## config.mk

```make
export PLATFORM = sky130hd
export DESIGN_NAME = canvas_pixel_streamer
export DESIGN_NICKNAME = d
export VERILOG_FILES = /design/src/rtl/canvas_pixel_streamer.sv
export SDC_FILE = /design/constraint.sdc
export NUM_CORES = 1
export LEC_CHECK = 0
export BUFFER_PORTS_ARGS = -buffer_cell sky130_fd_sc_hd__buf_2
export CELL_PAD_IN_SITES_DETAIL_PLACEMENT = 1
export CELL_PAD_IN_SITES_GLOBAL_PLACEMENT = 1
export CORE_MARGIN = 5
export CORE_UTILIZATION = 58
export DETAILED_ROUTE_END_ITERATION = 10
export PLACE_DENSITY = 0.82
export RECOVER_POWER = 25
export SYNTH_ARGS = -nofsm -noshare
export SYNTH_HDL_FRONTEND = slang
export SYNTH_SLANG_ARGS = --single-unit
```

## constraint.sdc

```tcl
create_clock -name clk -period 8.09 [get_ports clk]
set_input_delay 1.618 -clock clk [delete_from_list [all_inputs] [get_ports clk]]
set_output_delay 1.618 -clock clk [all_outputs]
set_load 0.01 [all_outputs]
```

## src/rtl/canvas_pixel_streamer.sv

```systemverilog
// Canvas bitmap RAM with a write port from the canvas writer and a snapshot streamer
// that emits every pixel in raster order over a valid/ready handshake.
module canvas_pixel_streamer #(
    parameter int unsigned CANVAS_SIZE = 784,
    parameter int unsigned ADDR_W      = 10
) (
    input  logic              clk,
    input  logic              rst,
    input  logic              write_enable,
    input  logic [ADDR_W-1:0] input_write_addr,
    input  logic              input_write_data,
    input  logic              start,
    output logic              out_valid,
    input  logic              out_ready,
    output logic              out_pixel,
    output logic [ADDR_W-1:0] out_index,
    output logic              out_last,
    output logic              busy,
    output logic              done,
    output logic [ADDR_W-1:0] ink_count,
    output logic              wr_dropped
);
    localparam logic [ADDR_W-1:0] LastIdx = ADDR_W'(CANVAS_SIZE - 1);

    typedef enum logic [1:0] {StIdle, StFetch, StDrain, StDone} state_e;

    typedef struct packed {
        logic              pixel;
        logic [ADDR_W-1:0] index;
        logic              last;
    } beat_t;

    state_e state_q, state_d;

    logic              mem_q [CANVAS_SIZE];
    logic              rd_data_q;
    logic              rd_vld_q;
    logic [ADDR_W-1:0] rd_idx_q;
    logic              rd_last_q;
    logic [ADDR_W-1:0] rd_ptr_q;
    beat_t             head_q, head_d, sk_q, sk_d, in_beat;
    logic              head_vld_q, head_vld_d, sk_vld_q, sk_vld_d;
    logic [ADDR_W-1:0] ink_q;
    logic              dropped_q;

    logic       start_acc, wr_open, wr_en, pop, rd_en;
    logic [1:0] occ_after;

    assign start_acc = (state_q == StIdle) && start;
    assign wr_open   = (state_q == StIdle) || (state_q == StDone);
    assign wr_en     = write_enable && wr_open && (32'(input_write_addr) < CANVAS_SIZE);
    assign pop       = head_vld_q && out_ready;
    // Occupancy after this edge, counting the read already in flight, so the next read
    // issued now is guaranteed a free slot when its data lands.
    assign occ_after = 2'(head_vld_q) + 2'(sk_vld_q) + 2'(rd_vld_q) - 2'(pop);
    assign rd_en     = (state_q == StFetch) && (occ_after < 2'd2);
    assign in_beat   = '{pixel: rd_data_q, index: rd_idx_q, last: rd_last_q};

    // RAM: writes only while not streaming, so reads never collide with writes.
    always_ff @(posedge clk) begin
        if (wr_en) begin
            mem_q[input_write_addr] <= input_write_data;
        end
        if (rd_en) begin
            rd_data_q <= mem_q[rd_ptr_q];
        end
    end

    always_ff @(posedge clk or negedge rst) begin
        if (!rst) begin
            state_q <= StIdle;
        end else begin
            state_q <= state_d;
        end
    end

    always_comb begin
        state_d = state_q;
        unique case (state_q)
            StIdle:  if (start) state_d = StFetch;
            StFetch: if (rd_en && (rd_ptr_q == LastIdx)) state_d = StDrain;
            StDrain: if (pop && head_q.last && !sk_vld_q && !rd_vld_q) state_d = StDone;
            StDone:  state_d = StIdle;
            default: state_d = StIdle;
        endcase
    end

    always_comb begin
        busy = (state_q == StFetch) || (state_q == StDrain);
        done = (state_q == StDone);
    end

    // Two-entry skid buffer; the head register drives the outputs directly.
    always_comb begin
        head_d     = head_q;
        head_vld_d = head_vld_q;
        sk_d       = sk_q;
        sk_vld_d   = sk_vld_q;
        if (pop || !head_vld_q) begin
            if (sk_vld_q) begin
                head_d     = sk_q;
                head_vld_d = 1'b1;
                sk_d       = in_beat;
                sk_vld_d   = rd_vld_q;
            end else begin
                head_vld_d = rd_vld_q;
                if (rd_vld_q) head_d = in_beat;
            end
        end else if (rd_vld_q) begin
            sk_d     = in_beat;
            sk_vld_d = 1'b1;
        end
    end

    always_ff @(posedge clk or negedge rst) begin
        if (!rst) begin
            rd_ptr_q   <= '0;
            rd_vld_q   <= 1'b0;
            rd_idx_q   <= '0;
            rd_last_q  <= 1'b0;
            head_q     <= '0;
            head_vld_q <= 1'b0;
            sk_q       <= '0;
            sk_vld_q   <= 1'b0;
            ink_q      <= '0;
            dropped_q  <= 1'b0;
        end else begin
            rd_vld_q   <= rd_en;
            head_q     <= head_d;
            head_vld_q <= head_vld_d;
            sk_q       <= sk_d;
            sk_vld_q   <= sk_vld_d;
            if (rd_en) begin
                rd_idx_q  <= rd_ptr_q;
                rd_last_q <= (rd_ptr_q == LastIdx);
            end
            if (start_acc) begin
                rd_ptr_q  <= '0;
                ink_q     <= '0;
                dropped_q <= 1'b0;
            end else begin
                if (rd_en) rd_ptr_q <= rd_ptr_q + 1'b1;
                if (pop && head_q.pixel) ink_q <= ink_q + 1'b1;
                if (write_enable && busy) dropped_q <= 1'b1;
            end
        end
    end

    assign out_valid  = head_vld_q;
    assign out_pixel  = head_q.pixel;
    assign out_index  = head_q.index;
    assign out_last   = head_q.last;
    assign ink_count  = ink_q;
    assign wr_dropped = dropped_q;

endmodule

```

==> results of run 1 <==
-- metrics by stage --
stage	util [%]	power, mW	cell area, um^2	hold WS (ps)	worst slack [ps]
after floorplan	-	7.62	36700	450	3990
after global placement	59.7	8.65	37500	461	3550
after detailed placement	59.7	8.77	37500	480	3380
after CTS	64.4	13.0	40500	494	3630
after global routing	64.3	13.4	40400	511	2790
final	64.3	13.0	40400	495	3280
-- layout make-up --
class                           instances  area [um^2]  share of cell area (%)
Tap cell                              846         1060                    2.62
Sequential cell                       846        25100                    62.1
Inverter                               15         56.3                   0.139
Multi-Input combinational cell       1493        10600                    26.1
Antenna cell                            4         10.0                  0.0248
Clock buffer                          112         2420                    5.98
Clock inverter                         48          513                    1.27
Timing Repair Buffer                  106          686                    1.70
-- kinds of logic (layout without fill, tap and decap cells) --
kind of cell / Yosys count / after routing / share of synthesized area, %
adders and majority gates: 10 / 10 / 0.334
muxes: 300 / 300 / 14.2
and+or+nand+nor: 1018 / 1018 / 11.0
buffers and inverters: 235 / 281 / 2.88
other: 0 / 4 / 0
DFF: 846 / 846 / 68.4
AOI/OAI and AO/OA: 148 / 148 / 2.85
xor gates and xnor gates: 17 / 17 / 0.406
-- state kept, by name, indices dropped and copies added, names as in the netlist --
signal	flops
rd_ptr_q	10
ink_count	10
rd_vld_q	1
mem_q	784
out_valid	1
rd_idx_q	10
state_q	2
sk_vld_q	1
out_index	10
out_pixel	1
sk_q	12
out_last	1
rd_data_q	1
rd_last_q	1
wr_dropped	1
-- power groups by stage --
stage / Combinational, mW / Clock, mW / Sequential [mW]
floorplan: 2.54 / 0 / 5.08
global placement: 3.42 / 0 / 5.23
detailed placement: 3.52 / 0 / 5.24
CTS: 3.60 / 4.23 / 5.15
global route: 3.76 / 4.44 / 5.17
finish: 3.64 / 4.21 / 5.16
-- synth_stat cells, types with 2 or more instances --
master     count  area share [%]
o21ai_1        3           0.041
nor3_1        11            0.15
nor3b_1        5            0.10
inv_1         13            0.13
a31oi_1        5           0.085
nand2_1       89            0.91
nand2b_1       4           0.068
a221oi_1      16            0.38
and2_1         7            0.12
nor3_2         4            0.11
nor2_1       844             8.6
clkbuf_1     159             1.6
and3_1         8            0.14
buf_6         10            0.31
a22o_1         4           0.095
buf_4         10            0.20
nor2b_1        7            0.12
mux4_2       173              11
buf_1         24            0.25
a21oi_1       35            0.48
dfrtp_1       61             4.2
edfxtp_1     785              64
nand3b_1       4           0.082
nand4_1        5           0.085
nor4_1         3           0.051
mux2i_1      105             2.9
xor2_1         8            0.19
a2111oi_0      3           0.072
nand3_1       19            0.26
a221o_1        7            0.19
o22ai_1        9            0.15
buf_2         13            0.18
o21ai_0       16            0.22
ha_1           9            0.31
a211o_1        2           0.048
and3b_1        4           0.095
a22oi_1       29            0.59
o211ai_1       7            0.14
xnor2_1        9            0.21
mux2_2        22            0.67
buf_8          4            0.16
a211oi_1       3           0.061
-- routing by layer --
metal / vias up / global-route usage [%] / wire, um
met5: - / 0 / 28
met4: 6 / 14.5 / 5920
met3: 396 / 8.18 / 12300
met2: 1546 / 54.4 / 54300
met1: 12000 / 40.6 / 38200
li1: 9351 / - / -
-- path summary, 6_finish.rpt --
path	depth (start not counted)	to	startpoint
worst max-delay path	2	mem_q[49]	input_write_data
worst min-delay path	2	sk_q[0]	sk_q[0]
worst max register to register	9	rd_data_q	rd_ptr_q[3]
worst min register to register	2	sk_q[0]	sk_q[0]
max in group asynchronous	2	rd_ptr_q[1]	rst
min in group asynchronous	2	ink_count[1]	rst
==> out/qor.csv, run 1 <==
stage,metric,value,unit
run_status,status,"finished, violations left",
run_status,failing checks,"max-capacitance violations, max-slew violations",
critical_path,Top delay family on crit path,buffers and inverters,
global_routing,vias in the first global route,24500,
detailed_routing,DR vias/cell,6.70,
detailed_routing,DR WL/cell,31.9,um
floorplanning,Die X,262,um
timing,Fin Clk Skew,30.0,ps
logic_synthesis,synthesized net count,2599,
power_and_ir_drop,sequential share of power,39.7,%
logic_synthesis,Mapped Area,36700,um^2
detailed_routing,DRT Pass-1 Iters,5,
floorplanning,area of the core,62900,um^2
floorplanning,IO Pins,42,
global_routing,initial antenna violation count,7,
global_routing,largest net degree at the start of global routing,309,
global_routing,Total GRT Usage,32.5,%
critical_path,Startpoint Class,primary input,
global_routing,global route overflow,0,
clock_network,number of hold buffers added after CTS,0,
clock_network,Sink Count,846,
cells_and_area,Layout Nets,2574,
timing,setup_tns,0,ps
cells_and_area,Layout area overhead,10.1,%
clock_network,Clock transition at path regs,60,ps
critical_path,buffers and inverters on the worst path,2,
power_and_ir_drop,switching power,4.15,mW
power_and_ir_drop,Sw Ratio,32.0,%
timing,Final Max Tran Viols,228,
power_and_ir_drop,Clock Power Share,32.3,%
timing,hold violation total from the final report,0,
logic_synthesis,Synth Register Bits,846,
logic_synthesis,sequential share of the synthesized area,68.4,%
floorplanning,die area,68400,um^2
critical_path,Worst setup EP type,flip-flop,
logic_synthesis,Ys Warns,0,
cells_and_area,most frequent cells in the layout,"844 x nor2_1, 785 x edfxtp_1, 173 x mux4_2, 105 x mux2i_1, 93 x clkbuf_16",
critical_path,Setup CP Type,primary input to flip-flop,
critical_path,Worst EP arrival,4750,ps
logic_synthesis,synthesized instance count,2574,
placement,dpl cells,3306,
worst_hold_path,Worst Hold Class,flip-flop to flip-flop,
global_routing,first-pass GRT wire length,163000,um
logic_synthesis,"Avg Cell Area, Syn",14.3,um^2
cells_and_area,final-layout fill cell count,5714,
clock_network,CTS root buf,clkbuf_16,
floorplanning,Initial Util,58.4,%
timing,final period utilization,59.4,%
power_and_ir_drop,combinational share of power,28.0,%
power_and_ir_drop,Leakage,12.5,nW
timing,Final Critical Period,4810,ps
timing,RSZ-0062 raised after global routing,no,
detailed_routing,DRC,0,
clock_network,clock buffer depth,3,
logic_synthesis,Post-synth EDFFs,785,
detailed_routing,Via Count,23300,
critical_path,Crit-path slowest cell,clkbuf_1,
cells_and_area,layout cells sized above 1,15.7,%
critical_path,max incr delay on CP,2450,ps
critical_path,crit path max fanout,185,
detailed_routing,initial DRC count,3181,
critical_path,worst path cell trace,buf_8 > clkbuf_1,
clock_network,H-Tree Level Count,3,
clock_network,Post-CTS Setup Inserts,0,
power_and_ir_drop,pwr dens,322,nW/um^2
clock_network,CTS buffer count,87,
floorplanning,row count,92,
power_and_ir_drop,maximum vdd drop,0.000254,V
clock_network,worst skew pair latency,650,ps
floorplanning,Die Ht,262,um
placement,post-DP HPWL,60500,um
logic_synthesis,ys flop type,edfxtp_1,
timing,Worst-Margin Slew,3390,ps
clock_network,clock tree from TritonCTS,built,
timing,relative slew slack,-126,%
cells_and_area,"commonest non-fill, non-tap cell in the layout",nor2_1,
detailed_routing,DRT antenna net count,0,
timing,max frequency,0.208,GHz
critical_path,R2R Setup Slk,3490,ps
placement,RD Place Congestion,0.834,
cells_and_area,final std cells w/o fill,3470,
placement,IO buf count,41,
logic_synthesis,"Distinct cells, synth",58,
timing,setup violators final,0,
detailed_routing,total detailed-routing wirelength,111000,um
logic_synthesis,"FFs w/ async S/R, synth",7.21,%
run,maxcap violations,3,
critical_path,CP required,8030,ps
clock_network,post-cts gate resize count,0,
power_and_ir_drop,P_int,8.85,mW
Power figures use the tool's default switching activity.
==> inputs of run 2 (changes only) <==
Settings changed: CORE_UTILIZATION 58 to 53, PLACE_DENSITY 0.82 to 0.76.
Clock period 8.09 ns to 4.9 ns, I/O delays scaled along.
==> out/qor.csv, run 2 (synthesis results as in run 1) <==
stage,metric,value,unit
run_status,status,"finished, violations left",
run_status,failing checks,"max-capacitance violations, max-slew violations",
global_routing,global route overflow,0,
floorplanning,area of the core,68600,um^2
critical_path,crit path max fanout,182,
floorplanning,row count,96,
detailed_routing,total detailed-routing wirelength,110000,um
global_routing,largest net degree at the start of global routing,183,
detailed_routing,DR WL/cell,30.4,um
critical_path,Startpoint Class,primary input,
critical_path,CP required,5190,ps
clock_network,clock buffer depth,3,
floorplanning,IO Pins,42,
detailed_routing,DRT antenna net count,0,
floorplanning,Die X,273,um
power_and_ir_drop,pwr dens,524,nW/um^2
clock_network,Clock transition at path regs,60,ps
cells_and_area,most frequent cells in the layout,"843 x nor2_1, 785 x edfxtp_1, 173 x mux4_2, 105 x mux2i_1, 95 x buf_4",
critical_path,buffers and inverters on the worst path,2,
detailed_routing,DR vias/cell,6.36,
cells_and_area,cell area after layout,41000,um^2
worst_hold_path,Worst Hold Class,flip-flop to flip-flop,
cells_and_area,final std cells w/o fill,3606,
critical_path,Worst EP arrival,4170,ps
detailed_routing,initial DRC count,2847,
timing,Worst-Margin Slew,3490,ps
clock_network,CTS buffer count,91,
timing,hold violation total from the final report,0,
global_routing,initial antenna violation count,4,
timing,relative slew slack,-133,%
clock_network,H-Tree Level Count,3,
floorplanning,Initial Util,53.5,%
cells_and_area,layout cells sized above 1,18.1,%
timing,RSZ-0062 raised after global routing,no,
clock_network,Post-CTS Setup Inserts,0,
critical_path,Crit-path slowest cell,clkbuf_2,
timing,setup violators final,0,
global_routing,Total GRT Usage,29.4,%
cells_and_area,Layout Nets,2624,
critical_path,Worst setup EP type,flip-flop,
detailed_routing,Via Count,22900,
clock_network,worst skew pair latency,650,ps
clock_network,CTS root buf,clkbuf_16,
cells_and_area,"commonest non-fill, non-tap cell in the layout",nor2_1,
detailed_routing,DRC,0,
timing,Fin Clk Skew,29.5,ps
timing,Final Max Tran Viols,242,
timing,setup_tns,0,ps
critical_path,Top delay family on crit path,buffers and inverters,
cells_and_area,Layout area overhead,11.7,%
power_and_ir_drop,Leakage,12.9,nW
cells_and_area,Largest regs,"mem_q x784, sk_q x12",
floorplanning,die area,74600,um^2
cells_and_area,Biggest register,mem_q,
timing,Final Critical Period,3870,ps
floorplanning,Die Ht,273,um
clock_network,post-cts gate resize count,0,
clock_network,Sink Count,846,
global_routing,first-pass GRT wire length,160000,um
critical_path,worst path cell trace,clkbuf_2 > clkbuf_1,
placement,IO buf count,41,
cells_and_area,Largest register FFs,784,
global_routing,vias in the first global route,24300,
power_and_ir_drop,maximum vdd drop,0.000293,V
critical_path,R2R Setup Slk,1060,ps
clock_network,number of hold buffers added after CTS,0,
timing,final period utilization,79.1,%
timing,max frequency,0.258,GHz
detailed_routing,DRT Pass-1 Iters,6,
placement,dpl cells,3437,
clock_network,clock tree from TritonCTS,built,
run,maxcap violations,3,
placement,RD Place Congestion,0.863,
critical_path,Setup CP Type,primary input to flip-flop,
placement,Post-DP Area,38100,um^2
critical_path,max incr delay on CP,2350,ps
cells_and_area,final core utilization,59.8,%
placement,post-DP HPWL,65200,um
==> run 2: changes by cell type in the layout (fill, tap and decap cells not counted), moves of 2 or more <==
cell / delta
buf_4: +39
buf_2: +25
clkbuf_1: -18
buf_12: +10
clkinv_1: -6
nand2_1: +5
nand2_2: -5
bufinv_16: -3
clkinv_2: +2
clkinv_8: +2
diode_2: -2
==> run 2: final cells by class <==
type / count / area (um^2)
fillers: 6380 / 27600
flip-flops and latches: 846 / 25100
multi-input cells: 1493 / 10600
clock buffers: 122 / 2470
repair buffers: 152 / 1190
well taps: 931 / 1160
clock inverters: 45 / 463
inverters: 15 / 56.3
diodes: 2 / 5.00
==> run 2: power breakdown <==
group / leakage [nW] / switching, mW / internal, mW
clock network: 1.43 / 2.84 / 3.96
logic: 3.66 / 3.56 / 2.66
registers: 7.80 / 0.366 / 8.11
total: 12.9 / 6.76 / 14.7
==> run 2: per-stage QoR <==
step | hold slack [ps] | total power [mW] | setup WS [ps]
6_report | 497 | 21.5 | 1030
5_1_grt | 528 | 22.2 | 707
4_1_cts | 360 | 21.5 | 1090
3_5_place_dp | 483 | 14.7 | 937
3_3_place_gp | 463 | 14.6 | 1060
2_1_floorplan | 450 | 12.6 | 1440
==> run 2: path summary, 6_finish.rpt <==
path,startpoint,end,depth (start not counted)
worst max-delay path,input_write_data,mem_q[627],2
worst min-delay path,wr_dropped,wr_dropped,2
worst max register to register,rd_ptr_q[1],rd_data_q,9
worst min register to register,wr_dropped,wr_dropped,2
max in group asynchronous,rst,rd_ptr_q[1],2
min in group asynchronous,rst,ink_count[6],1
==> run 2: routing by layer <==
metal  GRT usage, %  vias up  wire, um  share of wire, %
met5              0        -        25             0.023
met4           12.3        4      5350               4.9
met3           7.59      318     11100                10
met2           48.5     1201     53100                48
met1           37.4    12000     40000                36
li1               -     9451         -                 -
